File: src/rtl/uart_pkg.sv
// rtl/uart_pkg.sv - shared UART types and constants
package uart_pkg;

  localparam int         UART_BYTE_W  = 8;
  localparam logic [3:0] UART_ID_MARK = 4'hA;

  typedef enum logic [1:0] {
    IDLE = 2'd0,
    HDR  = 2'd1,
    DATA = 2'd2
  } arb_state_t;

endpackage

File: src/rtl/rr_pick.sv
// rtl/rr_pick.sv - combinational round-robin selector
// Searches from last_i+1 upward, wrapping modulo N; N need not be a power of two.
module rr_pick #(
  parameter int N  = 4,
  parameter int IW = $clog2(N)
) (
  input  logic [N-1:0]  req_i,
  input  logic [IW-1:0] last_i,
  output logic          any_o,
  output logic [IW-1:0] idx_o
);

  always_comb begin
    int cand;
    any_o = 1'b0;
    idx_o = '0;
    cand  = 0;
    for (int i = 1; i <= N; i++) begin
      cand = int'(last_i) + i;
      if (cand >= N) cand = cand - N;
      if (!any_o && req_i[cand]) begin
        any_o = 1'b1;
        idx_o = cand[IW-1:0];
      end
    end
  end

endmodule

File: src/rtl/uart_tx_arbiter.sv
// rtl/uart_tx_arbiter.sv - frame-granular round-robin arbiter in front of uart_tx
// Optionally prefixes each frame with {A, src} so the receiver can demultiplex.
module uart_tx_arbiter
  import uart_pkg::*;
#(
  parameter int N_SRC        = 4,
  parameter bit INSERT_ID    = 1'b1,
  parameter int IDLE_TIMEOUT = 1024
) (
  input  logic                         i_clk,
  input  logic                         i_rst_n,
  input  logic [N_SRC-1:0]             i_s_axis_tvalid,
  input  logic [UART_BYTE_W*N_SRC-1:0] i_s_axis_tdata,
  input  logic [N_SRC-1:0]             i_s_axis_tlast,
  output logic [N_SRC-1:0]             o_s_axis_tready,
  output logic                         o_m_axis_tvalid,
  output logic [UART_BYTE_W-1:0]       o_m_axis_tdata,
  input  logic                         i_m_axis_tready,
  output logic [3:0]                   o_grant_idx,
  output logic                         o_busy,
  output logic                         o_abort
);

  localparam int GW = $clog2(N_SRC);
  localparam int CW = (IDLE_TIMEOUT > 0) ? $clog2(IDLE_TIMEOUT + 1) : 1;

  arb_state_t    state_q, state_d;
  logic [GW-1:0] grant_q, grant_d;
  logic [GW-1:0] last_q, last_d;
  logic [CW-1:0] idle_cnt_q, idle_cnt_d;

  logic          pick_any;
  logic [GW-1:0] pick_idx;
  logic          src_valid, src_last, m_hs, timeout;

  rr_pick #(.N(N_SRC), .IW(GW)) u_rr_pick (
    .req_i  (i_s_axis_tvalid),
    .last_i (last_q),
    .any_o  (pick_any),
    .idx_o  (pick_idx)
  );

  assign src_valid = i_s_axis_tvalid[grant_q];
  assign src_last  = i_s_axis_tlast[grant_q];
  assign m_hs      = o_m_axis_tvalid & i_m_axis_tready;
  // Fires on the IDLE_TIMEOUT-th consecutive idle cycle; a live tvalid always wins.
  assign timeout   = (IDLE_TIMEOUT != 0) && (state_q == DATA) && !src_valid &&
                     (int'(idle_cnt_q) + 1 >= IDLE_TIMEOUT);

  always_ff @(posedge i_clk) begin
    if (!i_rst_n) begin
      state_q    <= IDLE;
      grant_q    <= '0;
      last_q     <= GW'(N_SRC - 1);
      idle_cnt_q <= '0;
    end else begin
      state_q    <= state_d;
      grant_q    <= grant_d;
      last_q     <= last_d;
      idle_cnt_q <= idle_cnt_d;
    end
  end

  always_comb begin
    state_d    = state_q;
    grant_d    = grant_q;
    last_d     = last_q;
    idle_cnt_d = idle_cnt_q;
    unique case (state_q)
      IDLE: begin
        idle_cnt_d = '0;
        if (pick_any) begin
          grant_d = pick_idx;
          state_d = INSERT_ID ? HDR : DATA;
        end
      end
      HDR: begin
        if (m_hs) state_d = DATA;
      end
      DATA: begin
        if (src_valid) idle_cnt_d = '0;
        else if (int'(idle_cnt_q) < IDLE_TIMEOUT) idle_cnt_d = idle_cnt_q + CW'(1);
        if ((m_hs && src_last) || timeout) begin
          last_d  = grant_q;
          state_d = IDLE;
        end
      end
      default: state_d = IDLE;
    endcase
  end

  // Outputs are gated by reset so a byte in flight is never acknowledged during reset.
  always_comb begin
    o_s_axis_tready = '0;
    o_m_axis_tvalid = 1'b0;
    o_m_axis_tdata  = '0;
    o_abort         = 1'b0;
    if (i_rst_n) begin
      case (state_q)
        HDR: begin
          o_m_axis_tvalid = 1'b1;
          o_m_axis_tdata  = {UART_ID_MARK, 4'(grant_q)};
        end
        DATA: begin
          o_m_axis_tvalid          = src_valid;
          o_m_axis_tdata           = i_s_axis_tdata[UART_BYTE_W*grant_q +: UART_BYTE_W];
          o_s_axis_tready[grant_q] = i_m_axis_tready;
          o_abort                  = timeout;
        end
        default: ;
      endcase
    end
  end

  assign o_busy      = (state_q != IDLE);
  assign o_grant_idx = 4'(grant_q);

endmodule

File: config.mk
export PLATFORM = sky130hd
export DESIGN_NAME = uart_tx_arbiter
export DESIGN_NICKNAME = d
export VERILOG_FILES = /design/src/rtl/uart_pkg.sv /design/src/rtl/rr_pick.sv /design/src/rtl/uart_tx_arbiter.sv
export SDC_FILE = /design/constraint.sdc
export NUM_CORES = 1
export LEC_CHECK = 0
export BUFFER_PORTS_ARGS = -buffer_cell sky130_fd_sc_hd__clkbuf_2
export CELL_PAD_IN_SITES_DETAIL_PLACEMENT = 0
export CELL_PAD_IN_SITES_GLOBAL_PLACEMENT = 1
export CORE_MARGIN = 4
export CORE_UTILIZATION = 35
export CTS_BUF_LIST = sky130_fd_sc_hd__clkbuf_2 sky130_fd_sc_hd__clkbuf_4 sky130_fd_sc_hd__clkbuf_8
export CTS_CLUSTER_DIAMETER = 150
export CTS_CLUSTER_SIZE = 16
export DETAILED_ROUTE_END_ITERATION = 7
export PLACE_DENSITY = 0.91
export SETUP_SLACK_MARGIN = 0.05
export SYNTH_ARGS = -nofsm -noshare
export SYNTH_HDL_FRONTEND = slang
export SYNTH_SLANG_ARGS = --single-unit
export TNS_END_PERCENT = 10
File: constraint.sdc
create_clock -name i_clk -period 2.5 [get_ports i_clk]
set_input_delay 0.625 -clock i_clk [delete_from_list [all_inputs] [get_ports i_clk]]
set_output_delay 0.625 -clock i_clk [all_outputs]
set_load 0.01 [all_outputs]
==> results.toml <==
[outcome]
status = "complete, but fails checks"
violations = "negative setup slack"

[sta]
holdWs_ns = 0.529
period_needed_ns = 2.54
finalWorstSetupSlack_ns = -0.0407
post-route-period-util = 1.02
fmax_ghz = 0.394
setup_viol_count_final = 1
maxSlewViolCount = 0
rsz0062_at_grt = "true"
finClkSkew_ns = 0.00245
hold_viol = 0

[global_route]
grt_usage = 0.146
antenna_found_initial = 0
use_met1 = 0.198
busiest_layer = "met2"
grt-ovfl-total = 0
grt_max_degree = 17
use_met2 = 0.249
gr-usage-met3 = 0.0126
grt_pass1_wl_mm = 6.18
first_global_vias = 1396

[layout]
drive_above_1_share = 0.390
design_area_um2 = 1900
diodes = 0
num-nets-final = 286
fin_util = 0.505
fillerInstances = 361
syn_to_final_growth_pct = 35.2

[placed_design]
place_ws_ns = -0.0401
place.port_buffers = 59
placed_area_um2 = 1840
hpwl_mm = 3.11
gp_congestion = 0.739

[synthesis]
yosys-top-cells-count = "nor2_1 (23), dfxtp_1 (17), nand2_1 (13)"
ys.flop_type = "dfxtp_1"
syn-cell-area_um2 = 1410
yosysTopAreaCell = "dfxtp_1"
yosysTopAreaCellShare = 0.242
synth_edf_count = 0
yosysWarningCount = 0
ys_seq_area_frac = 0.242
postSynth.asyncResetShare = 0
synth_most_common_cell = "nor2_1"
synth_cell_type_count = 39
syn_area_per_cell_um2 = 8.53
syn-instance-count = 165
netlist_top_cells_area = "dfxtp_1 (24%), mux4_2 (9.6%), mux4_1 (7.5%)"
yosys_register_bits = 17

[die]
ios = 62
die_h_um = 71.4
rows = 22
initial_core_util = 0.373
dieWidth_um = 71.4
die_area_um2 = 5100
coreArea_um2 = 3770

[routing]
ant_nets = 0
route.detailed.drc = 0
wl_per_cell_um = 13.5
drt-initial-drc-count = 46
vias = 1457
drt_pass1_iterations = 4
vias_per_cell = 5.13
routed_wl_mm = 3.82

[worst_setup_path]
path_class = "in2out"
r2r_start = "grant_q[0]$_SDFFE_PN0P_"
ff2ff_path_depth = 6
ff2ff_setup_slack_ns = 0.47
crit_chain = "buf_6 > mux4_2 > or2_4 > a211o_4 > nor2_2 > buf_2"
crit_required_ns = 1.88
start_kind = "input pin"
cp.arrival_ns = 1.92
r2r-end = "last_q[0]$_SDFFE_PN1P_"
crit_fanout = 2
slowest_delay_ns = 0.48
slowest_stage = "mux4_2"
endpoint_kind = "output pin"

[clock_tree]
clk_latency_ns = 0.26
cts_buffers = 3
cts-root-buf = "clkbuf_8"
cts.sinks = 17
htreeDepth = 1
clkSlewWorstSetupHoldPaths_ns = 0.08
clockBufferDepth = 2
postCtsSetupBuffers = 0
cts_tree = "done"

[min_path]
hp-class = "reg2reg"
min_to = "idle_cnt_q[9]$_SDFFE_PN0P_"
hp-start = "idle_cnt_q[9]$_SDFFE_PN0P_"
holdPathStages = 2

[power_and_ir_drop]
peakVddDrop_mv = 0.473
power.leakage_uw = 0.000811
p_per_area_nw_per_um2 = 549

[flow_run]
maxCapViolations = 0
-- power breakdown --
part	total [uW]	switching [uW]	internal, uW
combinational	516	281	235
clock	222	109	112
sequential	307	16.4	291
-- what timing repair did --
action,4_1_cts,5_1_grt
hold endpoints to repair,0,0
hold buffers,0,0
gates resized for setup,0,4
endpoints found under the setup margin,1,7
-- worst max path at each step --
stage                    to  slack, ns          startpoint
floorplan           o_abort       0.07  i_s_axis_tvalid[3]
global placement    o_abort      -0.02  i_s_axis_tvalid[3]
detailed placement  o_abort      -0.04  i_s_axis_tvalid[3]
CTS                 o_abort      -0.04  i_s_axis_tvalid[3]
global route        o_abort      -0.06  i_s_axis_tvalid[3]
finish              o_abort      -0.04  i_s_axis_tvalid[3]
-- layout make-up --
class | instances | area [um^2] | share of cell area
Inverter | 10 | 37.5 | 0.0197
Clock inverter | 1 | 7.51 | 0.00394
Multi-Input combinational cell | 130 | 988 | 0.519
Clock buffer | 3 | 41.3 | 0.0217
Timing Repair Buffer | 75 | 428 | 0.225
Tap cell | 48 | 60.1 | 0.0316
Sequential cell | 17 | 340 | 0.179
-- metal layers --
metal	up-vias	part of all wire
met1	685	0.43
met2	27	0.53
met4	0	0.0071
met5	-	0
met3	2	0.034
li1	743	-
-- flip-flops by register name, indices dropped and copies added, names as in the netlist --
| name | flops |
|---|---|
| last_q | 2 |
| grant_q | 2 |
| idle_cnt_q | 11 |
| state_q | 2 |
-- cells by family (layout without fill, tap and decap cells) --
group / count (synthesis) / in the layout / share of synthesized area
DFF: 17 / 17 / 0.242
AOI/OAI and AO/OA: 29 / 29 / 0.157
xor gates and xnor gates: 7 / 7 / 0.0436
buffers and inverters: 19 / 89 / 0.0613
other: 1 / 2 / 0.00266
muxes: 13 / 13 / 0.192
and+or+nand+nor: 73 / 73 / 0.248
adders and majority gates: 6 / 6 / 0.0533
-- critical path, delay by kind of cell --
family / cells / cell delay (ns)
buffers and inverters: 2 / 0.22
AO/OA/AOI/OAI: 1 / 0.27
AND/OR/NAND/NOR: 2 / 0.32
multiplexers: 1 / 0.48
-- per-stage QoR --
step | TNS, ns | std cells | total power, uW
3_3_place_gp | -0.0238 | 280 | 825
2_1_floorplan | 0 | 166 | 648
4_1_cts | -0.0417 | 284 | 1050
3_5_place_dp | -0.0401 | 280 | 825
6_report | -0.0407 | 284 | 1040
5_1_grt | -0.0607 | 284 | 1120
-- cell usage in the layout (no fill, tap or decap), drive strengths merged, types with 4 or more instances in the layout --
cell type  netlist  routed
inv             10      10
nor3             8       8
o21ai            7       7
dfxtp           17      17
xnor2            7       7
nor2            23      23
nand3           10      10
nand2           13      13
mux4            10      10
nand4            4       4
and2             4       4
ha               6       6
a21oi            5       5
buf              3      19
clkbuf           6      59
Note: power is estimated with default switching activity, not from simulation.
